`config.mk`:
```
export PLATFORM = sky130hd
export DESIGN_NAME = vx_dispatch_lane_splitter
export DESIGN_NICKNAME = d
export VERILOG_FILES = /design/src/rtl/vx_dispatch_lane_splitter.sv
export SDC_FILE = /design/constraint.sdc
export NUM_CORES = 1
export LEC_CHECK = 0
export CORE_AREA = 3 3 276 278
export CTS_CLUSTER_DIAMETER = 100
export DETAILED_ROUTE_END_ITERATION = 6
export DIE_AREA = 0 0 279 281
export GPL_ROUTABILITY_DRIVEN = 0
export MAX_ROUTING_LAYER = met4
export PLACE_DENSITY = 0.52
export SYNTH_ARGS = -nofsm -noshare
export SYNTH_HDL_FRONTEND = slang
export SYNTH_SLANG_ARGS = --single-unit
```
`constraint.sdc`:
```
create_clock -name clk -period 44.3 [get_ports clk]
set_input_delay 8.86 -clock clk [delete_from_list [all_inputs] [get_ports clk]]
set_output_delay 8.86 -clock clk [all_outputs]
set_load 0.01 [all_outputs]
```
`src/rtl/vx_dispatch_lane_splitter.sv`:
```
// vx_dispatch_lane_splitter
//   Takes one full-warp dispatch packet (NUM_THREADS lanes) and replays it
//   to a narrower execute unit as NUM_PACKETS = NUM_THREADS/NUM_LANES
//   lane-batch packets. Each packet is tagged with pid, sop and eop. Exactly
//   one instruction is held. A new instruction is accepted in the same cycle
//   that the last packet of the held one fires, so issue has no bubbles.
//
// Ports
//   clk, reset            : clock, synchronous active-high reset
//   in_valid / in_ready   : dispatch handshake
//   in_meta               : opaque sideband, held and repeated on every packet
//   in_tmask, in_rs*_data : full-warp mask/operands, thread t at [t*XLEN +: XLEN]
//   out_valid / out_ready : lane-packet handshake
//   out_meta, out_tmask, out_rs*_data : held sideband plus the slice picked by pid
//   out_pid, out_sop, out_eop         : packet index, first/last emitted packet
//
// Optional feature: define DISPATCH_SKIP_EMPTY_EN to skip packets whose mask
// slice is all zero. An all-zero mask then emits only pid 0. When the macro is
// undefined, every packet is emitted.
module vx_dispatch_lane_splitter #(
  parameter  int NUM_THREADS = 4,
  parameter  int NUM_LANES   = 2,
  parameter  int XLEN        = 32,
  parameter  int META_W      = 64,
  localparam int NUM_PACKETS = NUM_THREADS / NUM_LANES,
  localparam int PID_W       = (NUM_PACKETS > 1) ? $clog2(NUM_PACKETS) : 1
) (
  input  logic                        clk,
  input  logic                        reset,
  input  logic                        in_valid,
  output logic                        in_ready,
  input  logic [META_W-1:0]           in_meta,
  input  logic [NUM_THREADS-1:0]      in_tmask,
  input  logic [NUM_THREADS*XLEN-1:0] in_rs1_data,
  input  logic [NUM_THREADS*XLEN-1:0] in_rs2_data,
  input  logic [NUM_THREADS*XLEN-1:0] in_rs3_data,
  output logic                        out_valid,
  input  logic                        out_ready,
  output logic [META_W-1:0]           out_meta,
  output logic [NUM_LANES-1:0]        out_tmask,
  output logic [NUM_LANES*XLEN-1:0]   out_rs1_data,
  output logic [NUM_LANES*XLEN-1:0]   out_rs2_data,
  output logic [NUM_LANES*XLEN-1:0]   out_rs3_data,
  output logic [PID_W-1:0]            out_pid,
  output logic                        out_sop,
  output logic                        out_eop
);

  localparam int SLICE_W = NUM_LANES * XLEN;

  if (NUM_LANES < 1 || (NUM_THREADS % NUM_LANES) != 0) begin : g_bad_cfg
    $error("vx_dispatch_lane_splitter: NUM_LANES must divide NUM_THREADS");
  end

  typedef enum logic {IDLE, SEND} state_t;

  state_t                                   state;
  logic [PID_W-1:0]                         pid_q;
  logic [META_W-1:0]                        meta_q;
  // Held operands are stored in packet-major form, so a slice is one index.
  logic [NUM_PACKETS-1:0][NUM_LANES-1:0]    tm_q;
  logic [NUM_PACKETS-1:0][SLICE_W-1:0]      rs1_q, rs2_q, rs3_q;

  logic [PID_W-1:0] first_in_pid;  // first packet of the instruction being accepted
  logic [PID_W-1:0] first_pid;     // first/last/next packet of the held instruction
  logic [PID_W-1:0] last_pid;
  logic [PID_W-1:0] next_pid;

`ifdef DISPATCH_SKIP_EMPTY_EN
  function automatic logic [NUM_PACKETS-1:0] nz_of(
      input logic [NUM_PACKETS-1:0][NUM_LANES-1:0] m);
    nz_of = '0;
    for (int p = 0; p < NUM_PACKETS; p++) nz_of[p] = |m[p];
  endfunction

  // With no live slice at all, pid 0 stands in as both first and last packet.
  function automatic logic [PID_W-1:0] first_of(input logic [NUM_PACKETS-1:0] nz);
    first_of = '0;
    for (int p = NUM_PACKETS - 1; p >= 0; p--) if (nz[p]) first_of = PID_W'(p);
  endfunction

  function automatic logic [PID_W-1:0] last_of(input logic [NUM_PACKETS-1:0] nz);
    last_of = '0;
    for (int p = 0; p < NUM_PACKETS; p++) if (nz[p]) last_of = PID_W'(p);
  endfunction

  function automatic logic [PID_W-1:0] next_of(input logic [NUM_PACKETS-1:0] nz,
                                               input logic [PID_W-1:0]       cur);
    next_of = cur;
    for (int p = NUM_PACKETS - 1; p >= 0; p--)
      if (nz[p] && p > int'(cur)) next_of = PID_W'(p);
  endfunction

  logic [NUM_PACKETS-1:0] in_nz, held_nz;
  assign in_nz        = nz_of(in_tmask);
  assign held_nz      = nz_of(tm_q);
  assign first_in_pid = first_of(in_nz);
  assign first_pid    = first_of(held_nz);
  assign last_pid     = last_of(held_nz);
  assign next_pid     = next_of(held_nz, pid_q);
`else
  assign first_in_pid = '0;
  assign first_pid    = '0;
  assign last_pid     = PID_W'(NUM_PACKETS - 1);
  assign next_pid     = pid_q + PID_W'(1);
`endif

  logic in_fire, out_fire;

  assign out_valid = (state == SEND);
  assign out_pid   = pid_q;
  assign out_sop   = (pid_q == first_pid);
  assign out_eop   = (pid_q == last_pid);
  assign out_fire  = out_valid && out_ready;
  // Refill in the same cycle that the last packet fires: the out_ready -> in_ready path is intentional.
  assign in_ready  = (state == IDLE) || (out_fire && out_eop);
  assign in_fire   = in_valid && in_ready;

  assign out_meta     = meta_q;
  assign out_tmask    = tm_q[pid_q];
  assign out_rs1_data = rs1_q[pid_q];
  assign out_rs2_data = rs2_q[pid_q];
  assign out_rs3_data = rs3_q[pid_q];

  always_ff @(posedge clk) begin
    if (reset) begin
      state <= IDLE;
      pid_q <= '0;
    end else if (in_fire) begin
      state  <= SEND;
      pid_q  <= first_in_pid;
      meta_q <= in_meta;
      tm_q   <= in_tmask;
      rs1_q  <= in_rs1_data;
      rs2_q  <= in_rs2_data;
      rs3_q  <= in_rs3_data;
    end else if (out_fire) begin
      if (out_eop) state <= IDLE;
      else         pid_q <= next_pid;
    end
  end

endmodule
```
* Yosys cells after proc, flatten, opt, wreduce, memory -nomap -nowiden *
Cells that the tools add are included.

word-level totals
  flip-flop bits (word level) = 454
  input port bits = 456
  output and inout port bits = 263

cells by class
  add/subtract/negate cells = 1
  magnitude comparators = 1
  muxes and demuxes = 12
  bitwise gates (word level) = 3
  reduce and logical (&&, ||, !) cells = 9

operator list
  cell                   count
  $mux W64               6
  $mux W1                4
  $mux W2                2
  $reduce_and A2 Y1      2
  $reduce_bool A2 Y1     2
  $logic_and A1 B1 Y1    3
  $not A1 Y1             3
  $lt A1 B2 Y1 const B   1
  $reduce_or A2 Y1       1
  $add A1 B1 Y1 const B  1
  $logic_or A1 B1 Y1     1

* Longest topological paths before layout *
  depth after elaboration = 6
  mapped depth = 5
  gate-level depth less buffers = 2

* Worst setup path after synthesis *
Ideal clock, no wire load.

  path kind = input to register
  from = input port out_ready
  to = register meta_q[0], in the netlist out_meta[0], enable pin
  library setup time = 1910 ps
  arrival time = 41320 ps
  slack = 1070 ps
  stages on the path = 2
  buffers on the path = 0
  cell sequence = a21bo_2 nor3b_1

on the way
  cells in the longest elaborated chain, start to end = 5

RTL lines
  element                             line  text
  start, declared                     38    input logic out_ready,
  $logic_and A1 B1 Y1                 114   assign out_fire = out_valid && out_ready;
  $logic_and A1 B1 Y1                 116   assign in_ready = (state == IDLE) || (out_fire && out_eop);
  $logic_or A1 B1 Y1                  116
  $logic_and A1 B1 Y1                 117   assign in_fire = in_valid && in_ready;
  $reduce_and A2 Y1 (no source line)  n/a
  end signal, assigned                132   meta_q <= in_meta;
  end, declared                       59    logic [META_W-1:0] meta_q;

Every way passes these cells.
A chain may end at the register's enable or synchronous reset.

* Worst setup path in the final report *
  from = input port out_ready
  to = output port in_ready

on the way
  cells in the longest elaborated chain, start to end = 3

RTL lines
  element              line  text
  $logic_and A1 B1 Y1  114
  $logic_and A1 B1 Y1  116
  $logic_or A1 B1 Y1   116
  end, declared        31    output logic in_ready,

Every way passes these cells.

==> load_flow_metrics.sql <==
INSERT INTO impl_metrics (metric_group, metric, value, unit) VALUES
('status', 'run_status', 'completed', ''),
('synthesis', 'ys_seq_area_frac', '0.828', ''),
('synthesis', 'synthesis.area', '0.0164', 'sq mm'),
('synthesis', 'post-synth-top-count-cell', 'sky130_fd_sc_hd__edfxtp_1', ''),
('worst_setup_path', 'crit_type', 'primary input to primary output', ''),
('drt', 'drtIter0Drc', '369', ''),
('clock_network', 'cts-buffers-inserted', '52', ''),
('worst_setup_path', 'cp_cell_sequence', 'clkdlybuf4s50_1 > a21bo_2 > clkdlybuf4s50_1', ''),
('global_route', 'grt_start_max_net_pins', '76', ''),
('clock_network', 'cts_hold_buffers', '0', ''),
('global_route', 'grt_pass1_vias', '10288', ''),
('drt', 'detailroute.via_count', '9309', ''),
('synthesis', 'synthTopCellsByArea', 'sky130_fd_sc_hd__edfxtp_1, sky130_fd_sc_hd__mux2_4, sky130_fd_sc_hd__mux2_2, sky130_fd_sc_hd__buf_6, sky130_fd_sc_hd__dfxtp_1', ''),
('worst_setup_path', 'crit_family', 'buffers and inverters', ''),
('worst_setup_path', 'cell_repeated_most_along_the_worst_path', 'sky130_fd_sc_hd__clkdlybuf4s50_1', ''),
('timing', 'fin_worst_hold_slack', '0.592', 'ns'),
('floorplanning', 'floorplan.rows', '100', ''),
('timing', 'period_utilization', '0.427', ''),
('job', 'timing.max_cap.violations', '0', ''),
('timing', 'final_max_slew_viol_count', '0', ''),
('synthesis', 'synthesis.yosys.warnings', '0', ''),
('worst_setup_path', 'worst-path-max-fanout', '3', ''),
('final_layout', 'layout-drive-gt1-share', '0.187', ''),
('global_route', 'first_pass_grt_wire_length', '65300', 'um'),
('drt', 'viasPerCell', '3.79', ''),
('global_route', 'overflow', '0', ''),
('floorplanning', 'initial_core_util', '0.222', ''),
('timing', 'fmaxAchievable', '0.0528', 'GHz'),
('clock_network', 'clock_tree.buffer_depth', '3', ''),
('worst_setup_path', 'timing.critical_path.from_type', 'primary input', ''),
('synthesis', 'yosysTopAreaCellShare', '0.826', ''),
('floorplanning', 'die_width', '279', 'um'),
('synthesis', 'synth_top_cells_by_count', 'sky130_fd_sc_hd__edfxtp_1, sky130_fd_sc_hd__mux2_4, sky130_fd_sc_hd__mux2_2', ''),
('timing', 'final_period_minus_worst_setup_slack', '18.93', 'ns'),
('placed_design', 'port-buffer-count', '718', ''),
('power_and_ir_drop', 'p_leak', '8.91', 'nW'),
('floorplanning', 'die-area', '0.0784', 'sq mm'),
('worst_setup_path', 'cp-end-kind', 'primary output', ''),
('worst_setup_path', 'critical_path_required', '35.44', 'ns'),
('final_layout', 'synthToLayoutAreaGrowth', '60.0', '%'),
('synthesis', 'synthesis.instances', '679', ''),
('clock_network', 'cts_post_setup_buffers_inserted', '0', ''),
('drt', 'top_signal_layer_used', 'met4', ''),
('worst_hold_path', 'hold_class', 'register to register', ''),
('power_and_ir_drop', 'ir_drop', '0.0000297', 'V'),
('worst_setup_path', 'slowest_stage', 'sky130_fd_sc_hd__clkdlybuf4s50_1', ''),
('clock_network', 'path_clk_slew', '0.06', 'ns'),
('synthesis', 'synthFlopType', 'sky130_fd_sc_hd__edfxtp_1', ''),
('floorplanning', 'floorplan.io_pins', '719', ''),
('global_route', 'grt_antenna_before_repair', '4', ''),
('clock_network', 'tritoncts', 'built', ''),
('timing', 'final.setup_skew', '0.0151', 'ns'),
('drt', 'drtAntennaViolNets', '0', ''),
('worst_setup_path', 'timing.critical_path.arrival', '10.07', 'ns'),
('synthesis', 'yosysUniqueCellTypes', '13', ''),
('synthesis', 'syn_nets', '1135', ''),
('floorplanning', 'floorplan.die.height', '281', 'um'),
('drt', 'routedWlPerCell', '18.7', 'um'),
('clock_network', 'clock_root_buffer', 'sky130_fd_sc_hd__clkbuf_16', ''),
('synthesis', 'yosys.area.top_type', 'sky130_fd_sc_hd__edfxtp_1', ''),
('drt', 'drt_pass1_iterations', '5', ''),
('timing', 'report.final.setup_viol', '0', ''),
('synthesis', 'syn_area_per_cell', '24.2', 'sq um'),
('worst_setup_path', 'cpPeakStageDelay', '0.55', 'ns'),
('timing', 'worst_slew_margin', '0.302', ''),
('drt', 'm1WireLength', '15700', 'um'),
('clock_network', 'post_cts.resized_instances', '0', ''),
('drt', 'drt_wl_total', '45800', 'um'),
('drt', 'drc_errors', '0', ''),
('placed_design', 'sum_of_net_half_perimeters_after_detailed_placement', '33700', 'um'),
('final_layout', 'final_nets', '1894', '');
## metrics by stage
stage / utilization / worst slack (ns) / area (sq um) / total power, mW / cells
floorplan: - / 1.07 / 16400 / 0.567 / 679
global placement: 0.333 / 25.37 / 24700 / 0.623 / 2353
detailed placement: 0.333 / 25.37 / 24700 / 0.625 / 2353
CTS: 0.354 / 25.36 / 26300 / 1.04 / 2449
global route: 0.355 / 25.34 / 26300 / 1.06 / 2453
finish: 0.355 / 25.37 / 26300 / 1.01 / 2453
## kinds of logic after synthesis
logic type      count (synthesis)  share of synthesized area
flops                         454                      0.828
compound gates                  4                    0.00213
buf+inv                        25                     0.0133
mux                           194                      0.156
simple gates                    2                   0.000838
## layout by cell type (no fill, tap or decap), drive strengths merged
cell type        n
diode            4
nor3b            1
clkinv          21
inv              6
clkdlybuf4s50  718
nand2b           1
a21oi            2
clkbuf          68
mux2           194
dfxtp            2
a311oi           1
edfxtp         452
bufinv           2
buf             10
clkinvlp         1
a21bo            1
## sequential cells by signal, summed over array words and instances, names as in the netlist
| signal | cells |
|---|---|
| tm_q | 4 |
| out_valid | 1 |
| rs2_q | 128 |
| out_eop | 1 |
| out_meta | 64 |
| rs3_q | 128 |
| rs1_q | 128 |
## area by class of cell
| cell class | instances | area (sq um) |
|---|---|---|
| antenna | 4 | 10.0 |
| clock buffer | 68 | 1380 |
| sequential | 454 | 13600 |
| tap | 969 | 1210 |
| clock inverter | 28 | 199 |
| fill | 7057 | 47900 |
| timing repair buffer | 728 | 7260 |
| multi-input combinational | 200 | 2610 |
| inverter | 2 | 7.51 |
## where the power goes
group          switching, mW  internal, mW  total (mW)
sequential           0.00574         0.494       0.500
clock                  0.170         0.231       0.401
combinational         0.0389        0.0754       0.114
total                  0.214         0.800        1.01
## layer usage
layer | vias to the layer above | track usage
met4 | 0 | 0.0354
met3 | 78 | 0.0506
met2 | 474 | 0.201
met5 | - | -
met1 | 4494 | 0.115
li1 | 4263 | -
## worst min-delay path, delay by kind of cell, from the launching register on
family | cells | cell delay, ns
and+or+nand+nor | 1 | 0.10
DFF | 1 | 0.36
AOI/OAI and AO/OA | 1 | 0.09
## worst paths after layout
kind | cells after the start | start | slack (ns) | endpoint
setup / recovery | 3 | out_ready | 25.37 | in_ready
hold / removal | 2 | out_valid | 0.59 | out_eop
hold reg to reg | 2 | out_valid | 0.59 | out_eop
setup reg to reg | 6 | out_eop | 38.68 | rs3_q[87]
(Power assumes the default switching activity.)
